### config.mk
export PLATFORM = sky130hd
export DESIGN_NAME = vram_oam_arbiter_flat
export DESIGN_NICKNAME = d
export VERILOG_FILES = /design/src/rtl/ppu_pkg.sv /design/src/rtl/vram_oam_arbiter_if.sv /design/src/rtl/oam_dma_engine.sv /design/src/rtl/vram_oam_arbiter.sv /design/src/flat_wrapper.sv
export SDC_FILE = /design/constraint.sdc
export NUM_CORES = 1
export LEC_CHECK = 0
export ABC_AREA = 1
export BUFFER_PORTS_ARGS = -buffer_cell sky130_fd_sc_hd__buf_2
export CELL_PAD_IN_SITES_DETAIL_PLACEMENT = 1
export CELL_PAD_IN_SITES_GLOBAL_PLACEMENT = 1
export CORE_MARGIN = 2
export CORE_UTILIZATION = 34
export CTS_CLUSTER_SIZE = 24
export DETAILED_ROUTE_END_ITERATION = 8
export PLACE_DENSITY_LB_ADDON = 0.1
export SYNTH_ARGS = -nofsm -noshare
export SYNTH_HDL_FRONTEND = slang
export SYNTH_SLANG_ARGS = --single-unit
### constraint.sdc
create_clock -name clk -period 1.85 [get_ports clk]
set_clock_uncertainty 0.1 [all_clocks]
set_input_delay 0.185 -clock clk [delete_from_list [all_inputs] [get_ports clk]]
set_output_delay 0.185 -clock clk [all_outputs]
set_load 0.02 [all_outputs]
### src/rtl/ppu_pkg.sv
// Shared PPU/arbiter types: PPU mode, OAM DMA state, port owner and the
// address map of the VRAM/OAM regions.
package ppu_pkg;

   typedef enum logic [1:0] {
      H_BLANK = 2'd0,
      V_BLANK = 2'd1,
      SCAN    = 2'd2,
      DRAW    = 2'd3
   } ppu_mode_e;

   typedef enum logic [1:0] {
      D_IDLE  = 2'd0,
      D_START = 2'd1,
      D_READ  = 2'd2,
      D_WRITE = 2'd3
   } dma_state_e;

   typedef enum logic [1:0] {
      O_NONE = 2'd0,
      O_DMA  = 2'd1,
      O_PPU  = 2'd2,
      O_CPU  = 2'd3
   } owner_e;

   localparam logic [15:0] VRAM_LO = 16'h8000;
   localparam logic [15:0] VRAM_HI = 16'h9FFF;
   localparam logic [15:0] OAM_LO  = 16'hFE00;
   localparam logic [15:0] OAM_HI  = 16'hFE9F;
   localparam logic [15:0] DMA_REG = 16'hFF46;

   function automatic logic in_vram(input logic [15:0] a);
      return (a >= VRAM_LO) && (a <= VRAM_HI);
   endfunction

   function automatic logic in_oam(input logic [15:0] a);
      return (a >= OAM_LO) && (a <= OAM_HI);
   endfunction

endpackage

### src/rtl/vram_oam_arbiter_if.sv
// Bus bundle around the arbiter: CPU MMIO side, PPU fetch side and the single
// shared VRAM+OAM memory port. master = surrounding system, slave = arbiter.
interface vram_oam_arbiter_if;

   logic [15:0] ADDR;
   logic        WR;
   logic        RD;
   logic [7:0]  MMIO_DATA_out;
   logic [7:0]  MMIO_DATA_in;

   logic [1:0]  PPU_MODE;
   logic        PPU_RD;
   logic [15:0] PPU_ADDR;
   logic [7:0]  PPU_DATA_in;

   logic [15:0] MEM_ADDR;
   logic        MEM_RD;
   logic        MEM_WR;
   logic [7:0]  MEM_WDATA;
   logic [7:0]  MEM_RDATA;

   logic        DMA_ACTIVE;

   modport master (
      output ADDR, WR, RD, MMIO_DATA_out, PPU_MODE, PPU_RD, PPU_ADDR, MEM_RDATA,
      input  MMIO_DATA_in, PPU_DATA_in, MEM_ADDR, MEM_RD, MEM_WR, MEM_WDATA, DMA_ACTIVE
   );

   modport slave (
      input  ADDR, WR, RD, MMIO_DATA_out, PPU_MODE, PPU_RD, PPU_ADDR, MEM_RDATA,
      output MMIO_DATA_in, PPU_DATA_in, MEM_ADDR, MEM_RD, MEM_WR, MEM_WDATA, DMA_ACTIVE
   );

endinterface

### src/rtl/oam_dma_engine.sv
// OAM DMA sequencer: copies DMA_LEN bytes from {src_hi, idx} to OAM_BASE+idx,
// one read cycle and one write cycle per byte, after a single start delay.
module oam_dma_engine
   import ppu_pkg::*;
#(
   parameter int          DMA_LEN  = 160,
   parameter logic [15:0] OAM_BASE = 16'hFE00
) (
   input  logic        clk,
   input  logic        rst,
   input  logic        start,
   input  logic [7:0]  start_hi,
   input  logic [7:0]  mem_rdata,
   output logic        active,
   output logic        owns_port,
   output logic        dma_rd,
   output logic        dma_wr,
   output logic [15:0] dma_addr,
   output logic [7:0]  dma_wdata
);

   localparam logic [7:0] LAST_IDX = 8'(DMA_LEN - 1);

   dma_state_e state_q;
   dma_state_e state_d;
   logic [7:0] idx_q;
   logic [7:0] src_hi_q;

   // A start request restarts from idx 0 regardless of where the transfer is;
   // source pages above DF are folded down by 0x20 when latched.
   always_ff @(posedge clk) begin
      if (rst) begin
         state_q  <= D_IDLE;
         idx_q    <= 8'h00;
         src_hi_q <= 8'h00;
      end else begin
         state_q <= state_d;
         if (start) begin
            idx_q    <= 8'h00;
            src_hi_q <= (start_hi > 8'hDF) ? (start_hi - 8'h20) : start_hi;
         end else if (state_q == D_WRITE) begin
            idx_q <= idx_q + 8'd1;
         end
      end
   end

   always_comb begin
      state_d = state_q;
      case (state_q)
         D_START: state_d = D_READ;
         D_READ:  state_d = D_WRITE;
         D_WRITE: state_d = (idx_q < LAST_IDX) ? D_READ : D_IDLE;
         default: state_d = D_IDLE;
      endcase
      if (start) begin
         state_d = D_START;
      end
   end

   // The byte read in D_READ arrives on mem_rdata during D_WRITE, so it is
   // forwarded straight to the write data.
   always_comb begin
      active    = (state_q != D_IDLE);
      owns_port = (state_q == D_READ) || (state_q == D_WRITE);
      dma_rd    = (state_q == D_READ);
      dma_wr    = (state_q == D_WRITE);
      dma_addr  = (state_q == D_WRITE) ? (OAM_BASE + {8'h00, idx_q}) : {src_hi_q, idx_q};
      dma_wdata = mem_rdata;
   end

endmodule

### src/rtl/vram_oam_arbiter.sv
// Shares one VRAM+OAM memory port between OAM DMA, PPU fetches and CPU MMIO,
// applies PPU-mode access blocking and steers read data back to its requester.
module vram_oam_arbiter
   import ppu_pkg::*;
#(
   parameter int          DMA_LEN  = 160,
   parameter logic [15:0] OAM_BASE = 16'hFE00
) (
   input logic               clk,
   input logic               rst,
   vram_oam_arbiter_if.slave bus
);

   ppu_mode_e   mode;
   logic        dma_start;
   logic        dma_active;
   logic        dma_owns;
   logic        dma_rd;
   logic        dma_wr;
   logic [15:0] dma_addr;
   logic [7:0]  dma_wdata;

   logic        ppu_req;
   logic        cpu_req;
   logic        cpu_allowed;
   logic        cpu_rd_lost;
   owner_e      grant;
   owner_e      owner_q;
   logic        blocked_q;

   logic        mem_rd;
   logic        mem_wr;
   logic [15:0] addr_d;
   logic [15:0] addr_q;
   logic [7:0]  wdata_d;
   logic [7:0]  wdata_q;
   logic [7:0]  mmio_rdata;
   logic [7:0]  ppu_rdata;

   assign mode      = ppu_mode_e'(bus.PPU_MODE);
   assign dma_start = bus.WR && (bus.ADDR == DMA_REG);

   oam_dma_engine #(
      .DMA_LEN  (DMA_LEN),
      .OAM_BASE (OAM_BASE)
   ) u_dma (
      .clk       (clk),
      .rst       (rst),
      .start     (dma_start),
      .start_hi  (bus.MMIO_DATA_out),
      .mem_rdata (bus.MEM_RDATA),
      .active    (dma_active),
      .owns_port (dma_owns),
      .dma_rd    (dma_rd),
      .dma_wr    (dma_wr),
      .dma_addr  (dma_addr),
      .dma_wdata (dma_wdata)
   );

   // Fixed priority DMA > PPU > CPU. Nothing is granted while rst is high so a
   // reset in the middle of a transfer cannot leak one more OAM write.
   always_comb begin
      ppu_req     = bus.PPU_RD && ((mode == SCAN) || (mode == DRAW));
      cpu_req     = bus.WR || bus.RD;
      cpu_allowed = (in_vram(bus.ADDR) && (mode != DRAW)) ||
                    (in_oam(bus.ADDR) && (mode != SCAN) && (mode != DRAW) && !dma_active);
      grant = O_NONE;
      if (!rst) begin
         if (dma_owns) begin
            grant = O_DMA;
         end else if (ppu_req) begin
            grant = O_PPU;
         end else if (cpu_req && cpu_allowed) begin
            grant = O_CPU;
         end
      end
      cpu_rd_lost = bus.RD && !bus.WR && (grant != O_CPU);
   end

   // Address and write data keep their last driven value while nobody owns
   // the port.
   always_comb begin
      mem_rd  = 1'b0;
      mem_wr  = 1'b0;
      addr_d  = addr_q;
      wdata_d = wdata_q;
      case (grant)
         O_DMA: begin
            mem_rd = dma_rd;
            mem_wr = dma_wr;
            addr_d = dma_addr;
            if (dma_wr) begin
               wdata_d = dma_wdata;
            end
         end
         O_PPU: begin
            mem_rd = 1'b1;
            addr_d = bus.PPU_ADDR;
         end
         O_CPU: begin
            addr_d = bus.ADDR;
            if (bus.WR) begin
               mem_wr  = 1'b1;
               wdata_d = bus.MMIO_DATA_out;
            end else begin
               mem_rd = 1'b1;
            end
         end
         default: begin
         end
      endcase
   end

   // A granted CPU write has no read data to return, so it is recorded as
   // no reader; everything else records who gets next cycle's MEM_RDATA.
   always_ff @(posedge clk) begin
      if (rst) begin
         owner_q   <= O_NONE;
         blocked_q <= 1'b0;
         addr_q    <= 16'h0000;
         wdata_q   <= 8'h00;
      end else begin
         owner_q   <= ((grant == O_CPU) && bus.WR) ? O_NONE : grant;
         blocked_q <= cpu_rd_lost;
         addr_q    <= addr_d;
         wdata_q   <= wdata_d;
      end
   end

   always_comb begin
      mmio_rdata = ((owner_q == O_CPU) && !blocked_q) ? bus.MEM_RDATA : 8'hFF;
      ppu_rdata  = (owner_q == O_PPU) ? bus.MEM_RDATA : 8'hFF;
   end

   assign bus.MEM_RD       = mem_rd;
   assign bus.MEM_WR       = mem_wr;
   assign bus.MEM_ADDR     = addr_d;
   assign bus.MEM_WDATA    = wdata_d;
   assign bus.MMIO_DATA_in = mmio_rdata;
   assign bus.PPU_DATA_in  = ppu_rdata;
   assign bus.DMA_ACTIVE   = dma_active;

endmodule
### src/flat_wrapper.sv
// flat-port wrapper written by rule: the top's interface ports become plain ports
module vram_oam_arbiter_flat import ppu_pkg::*;
#(
   parameter int          DMA_LEN  = 160,
   parameter logic [15:0] OAM_BASE = 16'hFE00
)
  (clk, rst, bus_ADDR, bus_WR, bus_RD, bus_MMIO_DATA_out, bus_PPU_MODE, bus_PPU_RD, bus_PPU_ADDR, bus_MEM_RDATA, bus_MMIO_DATA_in, bus_PPU_DATA_in, bus_MEM_ADDR, bus_MEM_RD, bus_MEM_WR, bus_MEM_WDATA, bus_DMA_ACTIVE);
  vram_oam_arbiter_if bus_i ();
  input logic clk;
  input logic rst;
  input wire logic [$bits(bus_i.ADDR)-1:0] bus_ADDR;
  input wire logic [$bits(bus_i.WR)-1:0] bus_WR;
  input wire logic [$bits(bus_i.RD)-1:0] bus_RD;
  input wire logic [$bits(bus_i.MMIO_DATA_out)-1:0] bus_MMIO_DATA_out;
  input wire logic [$bits(bus_i.PPU_MODE)-1:0] bus_PPU_MODE;
  input wire logic [$bits(bus_i.PPU_RD)-1:0] bus_PPU_RD;
  input wire logic [$bits(bus_i.PPU_ADDR)-1:0] bus_PPU_ADDR;
  input wire logic [$bits(bus_i.MEM_RDATA)-1:0] bus_MEM_RDATA;
  output wire logic [$bits(bus_i.MMIO_DATA_in)-1:0] bus_MMIO_DATA_in;
  output wire logic [$bits(bus_i.PPU_DATA_in)-1:0] bus_PPU_DATA_in;
  output wire logic [$bits(bus_i.MEM_ADDR)-1:0] bus_MEM_ADDR;
  output wire logic [$bits(bus_i.MEM_RD)-1:0] bus_MEM_RD;
  output wire logic [$bits(bus_i.MEM_WR)-1:0] bus_MEM_WR;
  output wire logic [$bits(bus_i.MEM_WDATA)-1:0] bus_MEM_WDATA;
  output wire logic [$bits(bus_i.DMA_ACTIVE)-1:0] bus_DMA_ACTIVE;
  assign bus_i.ADDR = bus_ADDR;
  assign bus_i.WR = bus_WR;
  assign bus_i.RD = bus_RD;
  assign bus_i.MMIO_DATA_out = bus_MMIO_DATA_out;
  assign bus_i.PPU_MODE = bus_PPU_MODE;
  assign bus_i.PPU_RD = bus_PPU_RD;
  assign bus_i.PPU_ADDR = bus_PPU_ADDR;
  assign bus_i.MEM_RDATA = bus_MEM_RDATA;
  assign bus_MMIO_DATA_in = bus_i.MMIO_DATA_in;
  assign bus_PPU_DATA_in = bus_i.PPU_DATA_in;
  assign bus_MEM_ADDR = bus_i.MEM_ADDR;
  assign bus_MEM_RD = bus_i.MEM_RD;
  assign bus_MEM_WR = bus_i.MEM_WR;
  assign bus_MEM_WDATA = bus_i.MEM_WDATA;
  assign bus_DMA_ACTIVE = bus_i.DMA_ACTIVE;
  vram_oam_arbiter #(.DMA_LEN(DMA_LEN), .OAM_BASE(OAM_BASE)) u_core (.clk(clk), .rst(rst), .bus(bus_i));
endmodule
# Word level (Yosys, flattened, before mapping)
# Cells that the tools add are included.
dict set report word_totals {
  reg_bits 45
  in_bits 55
  output_inout_bits 43
}
dict set report classes {
  add_sub_neg 3
  n_lt_le_gt_ge 6
  eq_ne 14
  muxes 19
  n_reduce_logical 23
}
# op n
set ops {}
lappend ops {{$pmux W16 S3} 1}
lappend ops {{$mux W8} 5}
lappend ops {{$ge A16 B16 Y1 const B} 2}
lappend ops {{$le A16 B16 Y1 const B} 2}
lappend ops {{$eq A16 B16 Y1 const B} 1}
lappend ops {{$eq A2 B2 Y1 const B} 8}
lappend ops {{$mux W16} 1}
lappend ops {{$pmux W8 S2} 1}
lappend ops {{$logic_and A1 B1 Y1} 13}
lappend ops {{$add A10 B9 Y11 const A} 1}
lappend ops {{$mux W2} 5}
lappend ops {{$add A8 B1 Y8 const B} 1}
lappend ops {{$gt A8 B8 Y1 const B} 1}
lappend ops {{$lt A8 B8 Y1 const B} 1}
lappend ops {{$sub A8 B6 Y8 const B} 1}
lappend ops {{$ne A2 B2 Y1 const B} 3}
lappend ops {{$pmux W2 S3} 1}
lappend ops {{$eq A2 B1 Y1 const B} 2}
lappend ops {{$logic_or A1 B1 Y1} 4}
lappend ops {{$reduce_or A2 Y1} 2}
lappend ops {{$logic_not A1 Y1} 3}
lappend ops {{$mux W1} 3}
lappend ops {{$pmux W1 S3} 1}
lappend ops {{$pmux W1 S2} 1}
lappend ops {{$reduce_bool A2 Y1} 1}

# Longest topological paths before layout
dict set report depth {
  ltp_word 14
  ltp_mapped 14
}

# By module
# A second synthesis with hierarchy kept.
dict set report unflattened {
  cells_unflattened 475
  area_unflattened_um2 2970.3
}
# module n_inst cells_per_inst area_per_inst_um2 seq_area_each_um2
set by_module_without_submodules {}
lappend by_module_without_submodules {vram_oam_arbiter 1 346 2072.0 540.5}
lappend by_module_without_submodules {oam_dma_engine 1 129 898.4 360.3}

# Worst setup path after synthesis
# No wires, ideal clock.
dict set report synth_path {
  kind {flip-flop to output port}
  from {reg u_core.u_dma.state_q[0]}
  to {out bus_MEM_RD}
  arrival_time_ps 1510
  t_required_ps 1565
  slack_ps 55
  path_stages_with_launch 10
  n_path_buf 0
  cell_sequence {dfxtp_1 nor2_2 nand2_1 nor2_1 nand2_2 nand2_2 nand2_1 nand2_1 nand2_1 o21ai_0}
}
dict set report synth_via {
  elab_chain_cells 11
  word_cells_on_any_way 16
  cone_classes {5 x eq/ne; 5 x mux; 6 x reduce/logical}
}
# element line_no
set synth_rtl {}
lappend synth_rtl {{start: declaration} oam_dma_engine.sv:24} ;# dma_state_e state_q;
lappend synth_rtl {{start signal: assignment} oam_dma_engine.sv:37} ;# state_q <= state_d;
lappend synth_rtl {{$reduce_bool A2 Y1} oam_dma_engine.sv:63} ;# active = (state_q != D_IDLE);
lappend synth_rtl {{$logic_not A1 Y1} vram_oam_arbiter.sv:66} ;# (in_oam(bus.ADDR) && (mode != SCAN) && (mode != DRAW) && !dma_active);
lappend synth_rtl {{$logic_and A1 B1 Y1} vram_oam_arbiter.sv:66}
lappend synth_rtl {{$logic_or A1 B1 Y1} vram_oam_arbiter.sv:65} ;# cpu_allowed = (in_vram(bus.ADDR) && (mode != DRAW)) ||
lappend synth_rtl {{$logic_and A1 B1 Y1} vram_oam_arbiter.sv:73} ;# end else if (cpu_req && cpu_allowed) begin
lappend synth_rtl {{$mux W2} vram_oam_arbiter.sv:73}
lappend synth_rtl {{$mux W2} vram_oam_arbiter.sv:71} ;# end else if (ppu_req) begin
lappend synth_rtl {{$mux W2} vram_oam_arbiter.sv:69} ;# if (dma_owns) begin
lappend synth_rtl {{$mux W2} vram_oam_arbiter.sv:68} ;# if (!rst) begin
lappend synth_rtl {{$eq A2 B2 Y1 or $eq A2 B1 Y1 (tied branches)} vram_oam_arbiter.sv:87} ;# case (grant)
lappend synth_rtl {{$pmux W1 S3 (*)} vram_oam_arbiter.sv:87}
lappend synth_rtl {{end: declaration} flat_wrapper.sv:22} ;# output wire logic [$bits(bus_i.MEM_RD)-1:0] bus_MEM_RD;
# Every way passes the cells marked *; elsewhere a longest branch is shown, timed or not.

# Worst setup path in the final report
dict set report layout_path {
  from {reg u_core.u_dma.state_q[1]}
  to {out bus_MEM_RD}
}
# The elaborated chain is that of the path after synthesis.

==> impl_metrics.tcl <==
set metrics [dict create \
    p_int_mw 1.65 \
    seq_area_frac_synth_pct 32.6 \
    post_synth.cell_area_avg_um2 6.32 \
    grt_start_max_net_pins 40 \
    wirelength_um 11600 \
    yosysUniqueCellTypes 28 \
    cts_tree "yes" \
    setup_slack_ns -0.424 \
    min_period_ns 2.27 \
    synth.area.top_cells "dfxtp_1 (33%), nand2_1 (10%), inv_1 (10%), nand4_1 (8.8%), nor2_1 (6.8%)" \
    ir_drop_uv 209 \
    finalMaxSlewViolations 0 \
    die_area_um2 8870 \
    diodes 0 \
    ant_nets 0 \
    status "finished, violations left" \
    yosys_warnings 0 \
    root_buffer "clkbuf_8" \
    nFillCells 1045 \
    synth_seq_cells 45 \
    switchingPower_mw 0.640 \
    power_mw 2.29 \
    portBuffers 97 \
    slew_headroom_pct 62.0 \
    clk_path_buf_depth 2 \
    synth_ff_type "dfxtp_1" \
    synth_top_area_share_pct 32.6 \
    avgRoutedWirePerCell_um 16.9 \
    initial_core_util_pct 35.4 \
    grt_antenna_before_repair 0 \
    highest_layer "met4" \
    hpwl_um 8100 \
    critPathKind "register to output port" \
    vias_per_cell 5.12 \
    yosysTopAreaCell "dfxtp_1" \
    worst-r2r-setup-slack_ns -0.10 \
    vias 3500 \
    crit_path_end_kind "output port" \
    synth_area_um2 2760 \
    r2r_start "u_core.u_dma.state_q[1]$_SDFF_PP0_" \
    cpPeakStageDelay_ns 0.34 \
    insertion_delay_ns 0.30 \
    area_delta_synth_final_pct 53.0 \
    cts_sinks 45 \
    drc_errors 0 \
    rsz0062_at_grt "yes" \
    violations "setup timing" \
    gp_congestion 0.866 \
    crit_top_cell "nand2_2" \
    synth_top_cells_by_count "nand2_1 (77), inv_1 (75), nor2_1 (50)" \
    crit_fanout 4 \
    netSwitchingFraction_pct 27.9 \
    drv_cap 0 \
    cts.clk_slew.worst_paths_ns 0.08 \
    critical_path.cell_chain "nor2_4, nand2_2, nor2_2, nand2_2, a21oi_4, buf_4, nand3_1, nor2_1, o21ai_0, buf_2" \
    share_clk_of_total_power_pct 34.0 \
    syn-num-nets 494 \
    cp_top_family "simple AND/OR/NAND/NOR gates" \
    yosys.cell_count.top_type "nand2_1" \
    coreArea_um2 7810 \
    post-route-util_pct 54.2 \
    nNetsFinal 638 \
    async_reset_ff_share_pct 0 \
    dr_wl_met3_um 411 \
    hp-class "input port to register" \
    min_from "bus_MMIO_DATA_out[3]" \
    tightest_slew_ns 0.568 \
    grt_usage_pct 24.9 \
    drive_gt1_share_pct 39.5 \
    rows 32 \
    pin_count 98 \
    crit_required_ns 1.56 \
    seqPwrFrac_pct 43.3 \
    hold_slack_ns 0.0127 \
    synth-edff-count 0 \
    met2_length_um 5710 \
    firstDrtPassIters 4 \
    combPwrFrac_pct 22.7 \
    die_x_um 94.2 \
    slowest_stage "dfxtp_2" \
    grt.overflow.total 0 \
    synth_cells 437 \
    grt_pass1_wl_um 17200 \
    fmax_mhz 440 \
    p_leak_nw 2.11 \
    dp.cells 659 \
    dp_slack_ns -0.186 \
    rr_worst_depth 13 \
    setup-violations-final 29 \
    power_density_nw_per_um2 542 \
    finalCritPeriodShare_pct 123 \
    die_y_um 94.2 \
    finalNonFillerCells 684 \
    report.final.hold_viol_count 0 \
    cp_num_buf_inv 2 \
    drtIter0Drc 140 \
    reg2reg_to "u_core.addr_q[5]$_SDFF_PP0_" \
    holdPathStages 3 \
    h-tree-depth 2 \
    arrival_ns 1.99 \
    grt_pass1_vias 3552 \
    wl_met1_um 5190 \
    hold_end "u_core.u_dma.src_hi_q[3]$_SDFFE_PP0P_" \
    critPathLaunchType "register" \
    cts_buffers 5 \
]
==> routing by layer <==
layer  vias to the layer above  GRT usage, %
met4                         0          6.88
met3                        23          2.81
met2                        89          43.7
li1                       1697             -
met5                         -             0
met1                      1691          32.0
==> cell families after synthesis <==
group | synth area share (%)
simple gates | 40.6
buf+inv | 14.3
compound gates | 10.6
flops | 32.6
xor+xnor | 0.951
fa+ha+maj | 0.905
==> worst register-to-register path, delay by kind of cell, from the launching register on <==
family | cells | cell delay [ns]
buffers and inverters | 4 | 0.48
AO/OA/AOI/OAI | 1 | 0.19
AND/OR/NAND/NOR | 8 | 0.79
flip-flops | 1 | 0.34
==> flip-flops by register name, indices dropped and copies added, names as in the netlist <==
name / count
u_core.u_dma.idx_q: 8
u_core.u_dma.state_q: 2
u_core.u_dma.src_hi_q: 8
u_core.addr_q: 16
u_core.owner_q: 2
u_core.wdata_q: 8
u_core.blocked_q: 1
==> per-stage QoR <==
step	area [um^2]	TNS (ns)
detailed placement	3630	-3.27
finish	4230	-9.18
global placement	3630	-0.985
CTS	4050	-9.23
floorplan	2760	0
global route	4230	-12.86
==> power groups by stage <==
stage / registers [mW] / clock network (mW) / logic, mW
after detailed placement: 1.01 / 0 / 0.417
after floorplan: 1.01 / 0 / 0.208
final: 0.993 / 0.781 / 0.520
after global placement: 1.01 / 0 / 0.406
after CTS: 0.992 / 0.806 / 0.477
after global routing: 0.994 / 0.827 / 0.555
==> worst max-delay path by stage <==
| stage | slack, ns | cells after the start | endpoint | startpoint |
|---|---|---|---|---|
| global route | -0.53 | 10 | bus_MEM_RD | u_core.u_dma.state_q[1]$_SDFF_PP0_ |
| CTS | -0.40 | 12 | bus_MEM_ADDR[13] | u_core.u_dma.state_q[1]$_SDFF_PP0_ |
| floorplan | 0.06 | 9 | bus_MEM_RD | u_core.u_dma.state_q[0]$_SDFF_PP0_ |
| detailed placement | -0.19 | 13 | bus_MEM_ADDR[12] | u_core.u_dma.state_q[0]$_SDFF_PP0_ |
| finish | -0.42 | 10 | bus_MEM_RD | u_core.u_dma.state_q[1]$_SDFF_PP0_ |
| global placement | -0.07 | 13 | bus_MEM_ADDR[12] | u_core.u_dma.state_q[0]$_SDFF_PP0_ |
==> layout make-up <==
class	count	area, um^2	share of cell area (%)
repair buffers	157	1140	27.0
well taps	102	128	3.02
clock inverters	1	30.0	0.710
inverters	79	299	7.07
flip-flops and latches	45	903	21.4
clock buffers	7	86.3	2.04
multi-input cells	293	1640	38.8
==> timing repair <==
action                     in CTS  in global routing
cloned                          2                  0
pin swaps                      15                 21
hold endpoints to repair        2                  0
buffers inserted               11                  9
setup endpoints to repair      38                 47
hold buffers                    2                  0
resized for setup              53                 42
==> layout by cell type, fill, tap and decap left out, drive strengths merged, types with 2 or more instances in the layout <==
master | Yosys | layout
a21oi | 14 | 14
buf | 7 | 155
clkbuf | 14 | 7
dfxtp | 45 | 45
dlygate4sd3 | 0 | 2
ha | 2 | 2
inv | 78 | 78
nand2 | 82 | 83
nand3 | 36 | 36
nand4 | 39 | 39
nor2 | 73 | 73
nor3 | 2 | 2
nor3b | 2 | 2
o211ai | 8 | 8
o21ai | 28 | 28
xor2 | 3 | 3
Power figures use the tool's default switching activity.
